[src/rtl/loader_pkg.sv]
// loader_pkg: shared definitions for the uCISC program loader.
// State encoding, frame field sizes, default load address and the
// checksum helpers used when the optional checksum byte is compiled in.
package loader_pkg;

  // Loader FSM state encoding.
  localparam logic [2:0] ST_LEN_HI  = 3'd0;
  localparam logic [2:0] ST_LEN_LO  = 3'd1;
  localparam logic [2:0] ST_DATA_HI = 3'd2;
  localparam logic [2:0] ST_DATA_LO = 3'd3;
  localparam logic [2:0] ST_CHECK   = 3'd4;
  localparam logic [2:0] ST_DONE    = 3'd5;
  localparam logic [2:0] ST_ERROR   = 3'd6;

  // Frame field sizes in bytes.
  localparam int unsigned LEN_BYTES      = 2;
  localparam int unsigned CHECKSUM_BYTES = 1;

  // Default first program memory address.
  localparam logic [15:0] DEFAULT_BASE_ADDR = 16'h0000;

  // Running 8-bit checksum update.
  function automatic logic [7:0] checksum_add(input logic [7:0] sum, input logic [7:0] data);
    return sum + data;
  endfunction

  // A frame is good when data bytes plus the checksum byte total 0 mod 256.
  function automatic logic checksum_ok(input logic [7:0] sum, input logic [7:0] check_byte);
    logic [7:0] total;
    total = checksum_add(sum, check_byte);
    return (total == 8'h00);
  endfunction

endpackage

[src/rtl/loader_word_assembler.sv]
// loader_word_assembler: latches the high byte of each program word, packs
// {hi, lo} on the low byte, and issues a one-cycle write strobe with the
// address BASE_ADDR + words_loaded. The word counter (and thus the address)
// wraps modulo 2^ADDR_WIDTH. clear restarts a frame at BASE_ADDR.
module loader_word_assembler
  import loader_pkg::*;
#(
  parameter int unsigned           ADDR_WIDTH = 16,
  parameter logic [ADDR_WIDTH-1:0] BASE_ADDR  = ADDR_WIDTH'(DEFAULT_BASE_ADDR)
) (
  input  logic                  clock_input,
  input  logic                  reset,
  input  logic                  clear,
  input  logic                  hi_load,
  input  logic                  lo_load,
  input  logic [7:0]            rx_data,
  output logic                  mem_write_enable,
  output logic [ADDR_WIDTH-1:0] mem_address,
  output logic [15:0]           mem_data_out,
  output logic [ADDR_WIDTH-1:0] words_loaded
);

  localparam logic [ADDR_WIDTH-1:0] WORD_ONE = {{(ADDR_WIDTH-1){1'b0}}, 1'b1};

  logic [7:0]            hi_byte_r;
  logic                  we_r;
  logic [ADDR_WIDTH-1:0] addr_r;
  logic [15:0]           data_r;
  logic [ADDR_WIDTH-1:0] words_r;

  // Hold the high byte until its low byte arrives.
  always_ff @(posedge clock_input or posedge reset) begin
    if (reset) begin
      hi_byte_r <= 8'h00;
    end else if (clear) begin
      hi_byte_r <= 8'h00;
    end else if (hi_load) begin
      hi_byte_r <= rx_data;
    end else begin
      hi_byte_r <= hi_byte_r;
    end
  end

  // Write strobe, address, packed data and word count, all updated on the low-byte edge.
  always_ff @(posedge clock_input or posedge reset) begin
    if (reset) begin
      we_r    <= 1'b0;
      addr_r  <= BASE_ADDR;
      data_r  <= 16'h0000;
      words_r <= '0;
    end else if (clear) begin
      we_r    <= 1'b0;
      addr_r  <= BASE_ADDR;
      data_r  <= 16'h0000;
      words_r <= '0;
    end else if (lo_load) begin
      we_r    <= 1'b1;
      addr_r  <= BASE_ADDR + words_r;
      data_r  <= {hi_byte_r, rx_data};
      words_r <= words_r + WORD_ONE;
    end else begin
      we_r    <= 1'b0;
      addr_r  <= addr_r;
      data_r  <= data_r;
      words_r <= words_r;
    end
  end

  assign mem_write_enable = we_r;
  assign mem_address      = addr_r;
  assign mem_data_out     = data_r;
  assign words_loaded     = words_r;

endmodule

[src/rtl/program_loader.sv]
// program_loader: boot-stage loader for the uCISC cpu. Receives a framed
// image (LEN_HI, LEN_LO, 2N data bytes high-first, optional checksum) over
// a valid/ready byte stream, writes 16-bit words into program memory and
// holds the cpu in reset until the image is complete.
// Optional feature macro: LOADER_CHECKSUM_EN (adds the trailing checksum
// byte, the CHECK state and the error output). Default build omits it.
module program_loader
  import loader_pkg::*;
#(
  parameter int unsigned           ADDR_WIDTH = 16,
  parameter logic [ADDR_WIDTH-1:0] BASE_ADDR  = ADDR_WIDTH'(DEFAULT_BASE_ADDR)
) (
  input  logic                  clock_input,
  input  logic                  reset,
  input  logic                  start,
  input  logic [7:0]            rx_data,
  input  logic                  rx_valid,
  output logic                  rx_ready,
  output logic                  mem_write_enable,
  output logic [ADDR_WIDTH-1:0] mem_address,
  output logic [15:0]           mem_data_out,
  output logic                  cpu_reset,
  output logic                  busy,
  output logic                  done,
  output logic                  error,
  output logic [ADDR_WIDTH-1:0] words_loaded
);

`ifdef LOADER_CHECKSUM_EN
  localparam logic [2:0] ST_AFTER_DATA = ST_CHECK;
`else
  localparam logic [2:0] ST_AFTER_DATA = ST_DONE;
`endif

  localparam logic [ADDR_WIDTH-1:0] WORD_ONE = {{(ADDR_WIDTH-1){1'b0}}, 1'b1};

  logic [2:0]            state_r;
  logic [2:0]            state_next_s;
  logic                  rx_ready_r;
  logic                  busy_r;
  logic                  done_r;
  logic                  error_r;
  logic                  cpu_reset_r;
  logic                  rx_ready_next_s;
  logic                  ready_state_s;
  logic                  busy_next_s;
  logic                  done_next_s;
  logic                  error_next_s;
  logic                  cpu_reset_next_s;
  logic [7:0]            len_hi_r;
  logic [ADDR_WIDTH-1:0] n_r;
  logic [15:0]           len_word_s;
  logic                  len_zero_s;
  logic                  last_word_s;
  logic                  accept_s;
  logic                  hi_load_s;
  logic                  lo_load_s;
  logic [ADDR_WIDTH-1:0] words_s;

  // start wins over a byte in the same cycle, so the byte is never acknowledged.
  assign rx_ready   = rx_ready_r & ~start;
  assign accept_s   = rx_valid & rx_ready_r & ~start;
  assign hi_load_s  = accept_s & (state_r == ST_DATA_HI);
  assign lo_load_s  = accept_s & (state_r == ST_DATA_LO);
  assign len_word_s = {len_hi_r, rx_data};
  assign len_zero_s = (len_word_s == 16'h0000);
  assign last_word_s = ((words_s + WORD_ONE) == n_r);

  assign busy         = busy_r;
  assign done         = done_r;
  assign error        = error_r;
  assign cpu_reset    = cpu_reset_r;
  assign words_loaded = words_s;

`ifdef LOADER_CHECKSUM_EN
  logic [7:0] sum_r;
  logic       check_pass_s;

  assign check_pass_s = checksum_ok(sum_r, rx_data);

  // Running checksum over data bytes only.
  always_ff @(posedge clock_input or posedge reset) begin
    if (reset) begin
      sum_r <= 8'h00;
    end else if (start) begin
      sum_r <= 8'h00;
    end else if (hi_load_s || lo_load_s) begin
      sum_r <= checksum_add(sum_r, rx_data);
    end else begin
      sum_r <= sum_r;
    end
  end
`endif

  // Frame length capture.
  always_ff @(posedge clock_input or posedge reset) begin
    if (reset) begin
      len_hi_r <= 8'h00;
      n_r      <= '0;
    end else if (start) begin
      len_hi_r <= 8'h00;
      n_r      <= '0;
    end else if (accept_s && (state_r == ST_LEN_HI)) begin
      len_hi_r <= rx_data;
      n_r      <= n_r;
    end else if (accept_s && (state_r == ST_LEN_LO)) begin
      len_hi_r <= len_hi_r;
      n_r      <= ADDR_WIDTH'(len_word_s);
    end else begin
      len_hi_r <= len_hi_r;
      n_r      <= n_r;
    end
  end

  // State and registered handshake/status outputs.
  always_ff @(posedge clock_input or posedge reset) begin
    if (reset) begin
      state_r     <= ST_LEN_HI;
      rx_ready_r  <= 1'b0;
      busy_r      <= 1'b0;
      done_r      <= 1'b0;
      error_r     <= 1'b0;
      cpu_reset_r <= 1'b1;
    end else begin
      state_r     <= state_next_s;
      rx_ready_r  <= rx_ready_next_s;
      busy_r      <= busy_next_s;
      done_r      <= done_next_s;
      error_r     <= error_next_s;
      cpu_reset_r <= cpu_reset_next_s;
    end
  end

  // Next-state decode.
  always_comb begin
    state_next_s = state_r;
    if (start) begin
      state_next_s = ST_LEN_HI;
    end else if (accept_s) begin
      case (state_r)
        ST_LEN_HI:  state_next_s = ST_LEN_LO;
        ST_LEN_LO:  state_next_s = len_zero_s ? ST_AFTER_DATA : ST_DATA_HI;
        ST_DATA_HI: state_next_s = ST_DATA_LO;
        ST_DATA_LO: state_next_s = last_word_s ? ST_AFTER_DATA : ST_DATA_HI;
`ifdef LOADER_CHECKSUM_EN
        ST_CHECK:   state_next_s = check_pass_s ? ST_DONE : ST_ERROR;
`endif
        default:    state_next_s = state_r;
      endcase
    end else begin
      state_next_s = state_r;
    end
  end

  // Output decode from the upcoming state; cpu_reset lags DONE by one edge.
  always_comb begin
    ready_state_s = 1'b0;
    busy_next_s   = 1'b0;
    done_next_s   = 1'b0;
    error_next_s  = 1'b0;
    case (state_next_s)
      ST_LEN_HI: begin
        ready_state_s = 1'b1;
      end
      ST_LEN_LO, ST_DATA_HI, ST_DATA_LO, ST_CHECK: begin
        ready_state_s = 1'b1;
        busy_next_s   = 1'b1;
      end
      ST_DONE: begin
        done_next_s = 1'b1;
      end
      ST_ERROR: begin
`ifdef LOADER_CHECKSUM_EN
        error_next_s = 1'b1;
`else
        error_next_s = 1'b0;
`endif
      end
      default: begin
        ready_state_s = 1'b0;
      end
    endcase
    // No byte is taken while the write strobe for the previous word is high.
    rx_ready_next_s  = ready_state_s & ~lo_load_s;
    cpu_reset_next_s = start | (state_r != ST_DONE);
  end

  loader_word_assembler #(
    .ADDR_WIDTH (ADDR_WIDTH),
    .BASE_ADDR  (BASE_ADDR)
  ) u_word_assembler (
    .clock_input      (clock_input),
    .reset            (reset),
    .clear            (start),
    .hi_load          (hi_load_s),
    .lo_load          (lo_load_s),
    .rx_data          (rx_data),
    .mem_write_enable (mem_write_enable),
    .mem_address      (mem_address),
    .mem_data_out     (mem_data_out),
    .words_loaded     (words_s)
  );

endmodule

[config.mk]
export PLATFORM = sky130hd
export DESIGN_NAME = program_loader
export DESIGN_NICKNAME = d
export VERILOG_FILES = /design/src/rtl/loader_pkg.sv /design/src/rtl/loader_word_assembler.sv /design/src/rtl/program_loader.sv
export SDC_FILE = /design/constraint.sdc
export NUM_CORES = 1
export LEC_CHECK = 0
export ABC_AREA = 1
export BUFFER_PORTS_ARGS = -buffer_cell sky130_fd_sc_hd__buf_2
export CAP_MARGIN = 20
export CORE_UTILIZATION = 50
export CTS_CLUSTER_DIAMETER = 40
export CTS_CLUSTER_SIZE = 24
export DETAILED_ROUTE_END_ITERATION = 16
export GPL_TIMING_DRIVEN = 0
export PLACE_DENSITY = 0.73
export SLEW_MARGIN = 20
export SYNTH_ARGS = -nofsm -noshare
export SYNTH_HDL_FRONTEND = slang
export SYNTH_SLANG_ARGS = --single-unit
[constraint.sdc]
create_clock -name clock_input -period 2.2 [get_ports clock_input]
set_input_delay 0 -clock clock_input [delete_from_list [all_inputs] [get_ports clock_input]]
set_output_delay 0 -clock clock_input [all_outputs]
set_load 0.01 [all_outputs]
# After elaboration in Yosys (flattened, before gate mapping)
# Cells that the tools add are included.
# Widths: inputs -> output; s select.
dict set report word_totals {
  wordCells 68
  output_inout_bits 54
  ff_bits 88
}
dict set report op_classes {
  eq_ne 11
  n_addsub 1
  bitwise_logic 9
  n_mux 23
  reduce_logical 12
}
# cell count
set ops {}
lappend ops {{$mux 16} 9}
lappend ops {{$mux 8} 4}
lappend ops {{$add 16x1->16 const B} 1}
lappend ops {{$eq 16x16->1} 1}
lappend ops {{$logic_not 16->1} 1}
lappend ops {{$eq 3x2->1 const B} 4}
lappend ops {{$mux 3} 4}
lappend ops {{$pmux 3 s4} 1}
lappend ops {{$reduce_bool 2->1} 4}
lappend ops {{$and 1x1->1} 6}
lappend ops {{$eq 3x1->1 const B} 2}
lappend ops {{$eq 3x3->1 const B} 2}
lappend ops {{$logic_not 3->1} 2}
lappend ops {{$mux 1} 5}
lappend ops {{$reduce_or 5->1} 1}
lappend ops {{$reduce_or 4->1} 1}
lappend ops {{$ne 3x3->1 const B} 1}
lappend ops {{$logic_and 1x1->1} 2}
lappend ops {{$ne 2x2->1 const B} 1}
lappend ops {{$not 1->1} 2}
lappend ops {{$reduce_and 2->1} 1}
lappend ops {{$or 1x1->1} 1}

# Depth between registers and ports, before layout
dict set report depth {
  depth_word 10
  ltp_mapped 20
  ltp_nobuf 20
}

# By module
# Synthesis repeated with hierarchy kept, for this count alone.
dict set report hier_totals {
  cells_unflattened 565
  area_unflattened_um2 4501.8
}
# mod instances cells_per_inst area_each_um2
set by_module_without_submodules {}
lappend by_module_without_submodules {loader_word_assembler 1 255 2389.8}
lappend by_module_without_submodules {program_loader 1 310 2112.0}

# Worst setup path before layout
# Ideal clock, no wire load.
dict set report synth_timing {
  path_kind {input -> register}
  startpoint {input u_word_assembler.words_loaded[0]}
  endpoint {register busy_r (netlist: busy)}
  path_stages 21
  path_slack_ns 0.073
  t_required_ns 2.087
  path_buffers 0
  setup_ns 0.113
  t_arrival_ns 2.014
  cell_sequence {dfrtp_1 ha_1 nand3_1 inv_2 nand2_1 nand2_1 nand2_1 nand2_1 nand3_1 nor2_1 nand2_1 nor2_2 nand3_2 nand3_2 nand2_2 nand2_2 nand2_4 nand2_2 nand2_1 nand2_1 inv_1}
}
dict set report synth_between {
  elab_chain_len 9
}
# item line
set synth_lines {}
lappend synth_lines {{start: declaration} loader_word_assembler.sv:20} ;# output logic [ADDR_WIDTH-1:0] words_loaded
lappend synth_lines {{$add 16x1->16 (*)} program_loader.sv:67} ;# assign last_word_s = ((words_s + WORD_ONE) == n_r);
lappend synth_lines {{$eq 16x16->1 (*)} program_loader.sv:67}
lappend synth_lines {{$mux 3 (*)} program_loader.sv:144} ;# ST_DATA_LO: state_next_s = last_word_s ? ST_AFTER_DATA : ST_DATA_HI;
lappend synth_lines {{$pmux 3 s4 (*)} program_loader.sv:140} ;# case (state_r)
lappend synth_lines {{$mux 3 (*)} program_loader.sv:139} ;# end else if (accept_s) begin
lappend synth_lines {{$mux 3 (*)} program_loader.sv:137} ;# if (start) begin
lappend synth_lines {{$eq 3x1->1, or another cell as far along} program_loader.sv:161} ;# case (state_next_s)
lappend synth_lines {{$reduce_or 4->1 (*)} -}
lappend synth_lines {{$mux 1 (*)} program_loader.sv:161}
lappend synth_lines {{named net busy_next_s} program_loader.sv:46} ;# logic busy_next_s;
lappend synth_lines {{end signal: assignment} program_loader.sv:127} ;# busy_r <= busy_next_s;
lappend synth_lines {{end: declaration} program_loader.sv:40} ;# logic busy_r;
# Mark *: on every way through the listed nets, which the timed path passes. The rest lies on a longest branch.
# A chain may end at the register's enable or synchronous reset.

# Worst setup path after layout
dict set report layout_timing {
  startpoint {input u_word_assembler.words_loaded[1]}
  endpoint {register busy_r (netlist: busy)}
}
# The elaborated chain is that of the path after synthesis.

==> results.cfg <==
[die]
io-pin-count = 66
rows = 33
core_mm2 = 0.00818
start_util_pct = 51.5
die_w_um = 93.8
dieArea_mm2 = 0.00879
die_h_um = 93.8

[placement]
numPortBuffers = 64
place_hpwl_um = 8140
numPlacedInstances = 701
place.gp.congestion = 0.880

[cts]
clock-root-buffer = clkbuf_8
clock_latency_ns = 0.35
h-tree-depth = 3
ctsLongestPathBuffers = 2
path_clk_slew_ns = 0.09
cts_tree = yes
cts_buffers = 9
cts_sinks = 88

[timing]
fin_crit_sh_pct = 105
fin_crit_ns = 2.31
rsz0062_at_grt = true
fmax_mhz = 433
worst_pin_slew_ns = 0.699
finalClockSkew_ns = 0.0118
finalHoldViolCount = 0
drv_slew = 0
setup_viol = 4
slew-limit-headroom_pct = 53.2
fin_ws_ns = -0.109

[logic_synthesis]
ys_top_cells_by_count = nand2_1, dfrtp_1, inv_1
synth_top_area_cell = dfrtp_1
synthFlopType = dfrtp_1
syn_area_mm2 = 0.00421
synth.avg_cell_area_um2 = 7.95
async_flop_share_pct = 100
yosysWarnings = 0
synth-seq-cells = 88
seq_area_frac_synth_pct = 52.3
synth_edf_count = 0
synth.most_common_cell = nand2_1
postSynthCellCount = 530
synth.area.top_cells = dfrtp_1, nand2_1, inv_1
synth.top_cell.area_share_pct = 51.7
syn_nets = 543
yosysUniqueCellTypes = 33

[route]
drt_first_pass_iters = 5
routedWlPerCell_um = 15.3
drtIter0Drc = 280
viasPerCell = 5.34
vias = 3916
ant_nets = 0
drc = 0
finalWirelength_um = 11200

[global_routing]
use_met1_pct = 35.5
grt_use_met2_pct = 41.7
grt_use_total_pct = 26.2
antenna_found_initial = 0
grt_start_max_net_pins = 33
grt_first_pass_wirelength_um = 17500
grt_pass1_vias = 3630
overflow = 0
top_usage_layer = met2
grtUsageMet3_pct = 4.05

[setup_path]
reg2reg_slack_ns = -0.11
rr_startpoint = u_word_assembler.words_loaded[1]$_DFFE_PP0P_
rr_worst_depth = 21
r2r_end = busy$_DFF_PP0_
crit_type = flip-flop to flip-flop
critPathArrivalTime_ns = 2.56
critPathCapture = busy$_DFF_PP0_
endpoint_kind = flip-flop
crit_required_ns = 2.45
worst_setup_path_start_kind = flip-flop
critPathMaxFanout = 4
crit_start = u_word_assembler.words_loaded[1]$_DFFE_PP0P_

[final_layout]
post-route-util_pct = 63.5
drive_above_1_share_pct = 23.1
nets = 636
syn_to_final_growth_pct = 23.3
stdcell_count = 733
fill_cells = 720
diodes = 0

[job]
maxCapViolCount = 0

[power_and_ir_drop]
p_leak_nw = 2.58
peakVddDrop_v = 0.000431
power_density_mw_per_mm2 = 622

[min_path]
hold_class = input port to flip-flop
min_from = rx_data[5]

[status]
outcome = finished with violations
violations = setup timing
==> cells by family (layout without fill, tap and decap cells) <==
logic type,Yosys count,after routing,share of synthesized area [%]
simple gates,266,266,27.4
xor+xnor,4,4,0.832
other cells,1,1,0.0890
flops,88,88,52.3
fa+ha+maj,1,1,0.297
compound gates,82,82,11.1
buf+inv,88,186,7.96
==> worst max-delay path, stage by stage, from the launching register on <==
cell     delay (ns)
dfrtp_1        0.44
ha_4           0.19
buf_6          0.11
inv_2          0.03
nand2_2        0.08
nand2_2        0.07
nand2_1        0.06
nand2_1        0.06
nor2_2         0.12
nand3_2        0.08
nor2_1         0.10
nand2_1        0.09
nor2_4         0.17
nand3_2        0.09
nand3_2        0.09
nand2_2        0.05
nand2_2        0.08
nand2_4        0.06
nand2_2        0.09
nand2_1        0.05
nand2_1        0.05
inv_1          0.03
==> worst min-delay path by stage <==
| stage | to | slack [ns] | depth (start not counted) |
|---|---|---|---|
| 6_report | n_r[5]$_DFFE_PP0P_ | 0.05 | 5 |
| 5_1_grt | n_r[5]$_DFFE_PP0P_ | 0.08 | 5 |
| 4_1_cts | n_r[5]$_DFFE_PP0P_ | 0.03 | 5 |
| 3_5_place_dp | u_word_assembler.words_loaded[0]$_DFFE_PP0P_ | 0.13 | 2 |
| 3_3_place_gp | rx_ready | 0.28 | 3 |
| 2_1_floorplan | rx_ready | 0.05 | 1 |
==> metal layers <==
| metal | up-vias | wire length (µm) |
|---|---|---|
| li1 | 1894 | - |
| met1 | 1867 | 4950 |
| met2 | 134 | 5370 |
| met3 | 21 | 635 |
| met4 | 0 | 262 |
| met5 | - | 0 |
==> state kept, by name, indices dropped and copies added, names as in the netlist <==
name,count
rx_ready_r,1
u_word_assembler.hi_byte_r,8
busy,1
state_r,3
u_word_assembler.words_loaded,16
n_r,16
done,1
u_word_assembler.mem_address,16
u_word_assembler.mem_data_out,16
len_hi_r,8
cpu_reset,1
u_word_assembler.mem_write_enable,1
==> per-stage QoR <==
step / setup TNS [ns] / setup WS, ns / hold slack (ns) / area, µm² / total power [mW]
floorplan: 0 / 0.0732 / 0.0549 / 4220 / 1.88
global placement: -1.14 / -0.311 / 0.281 / 4670 / 1.97
detailed placement: -1.33 / -0.338 / 0.126 / 4710 / 1.98
CTS: -0.0182 / -0.0182 / 0.0283 / 5060 / 3.23
global route: -0.826 / -0.241 / 0.0832 / 5190 / 3.34
finish: -0.249 / -0.109 / 0.0535 / 5190 / 3.23
==> report_power, final <==
group / switching (mW) / total, mW / internal [mW]
registers: 0.0236 / 1.68 / 1.66
logic: 0.196 / 0.283 / 0.0867
clock network: 0.586 / 1.26 / 0.677
total: 0.806 / 3.23 / 2.42
==> layout make-up <==
type	instances	area (µm²)	area share, %
buffer	16	72.6	1.40
clock buffer	12	145	2.80
clock inverter	4	77.6	1.49
inverter	71	275	5.30
multi-input combinational	354	1780	34.3
sequential	88	2210	42.6
tap	105	131	2.53
timing repair buffer	83	499	9.62
==> cells in the final DEF, fill, tap and decap left out, drive strengths merged, types with 10 or more instances in the layout <==
cell type,count
o21ai,48
clkbuf,25
nand4,10
nand3,41
nor2,49
nand2,160
o31ai,11
dfrtp,87
buf,83
inv,70
o22ai,15
==> what timing repair did <==
action / 4_1_cts / 5_1_grt
hold buffers: 3 / 0
setup endpoints to repair: 6 / 52
hold endpoints to repair: 28 / 0
resized for setup: 17 / 27
pin swaps: 4 / 18
buffers inserted: 5 / 9
No activity file was read; power rests on OpenSTA's default activity.
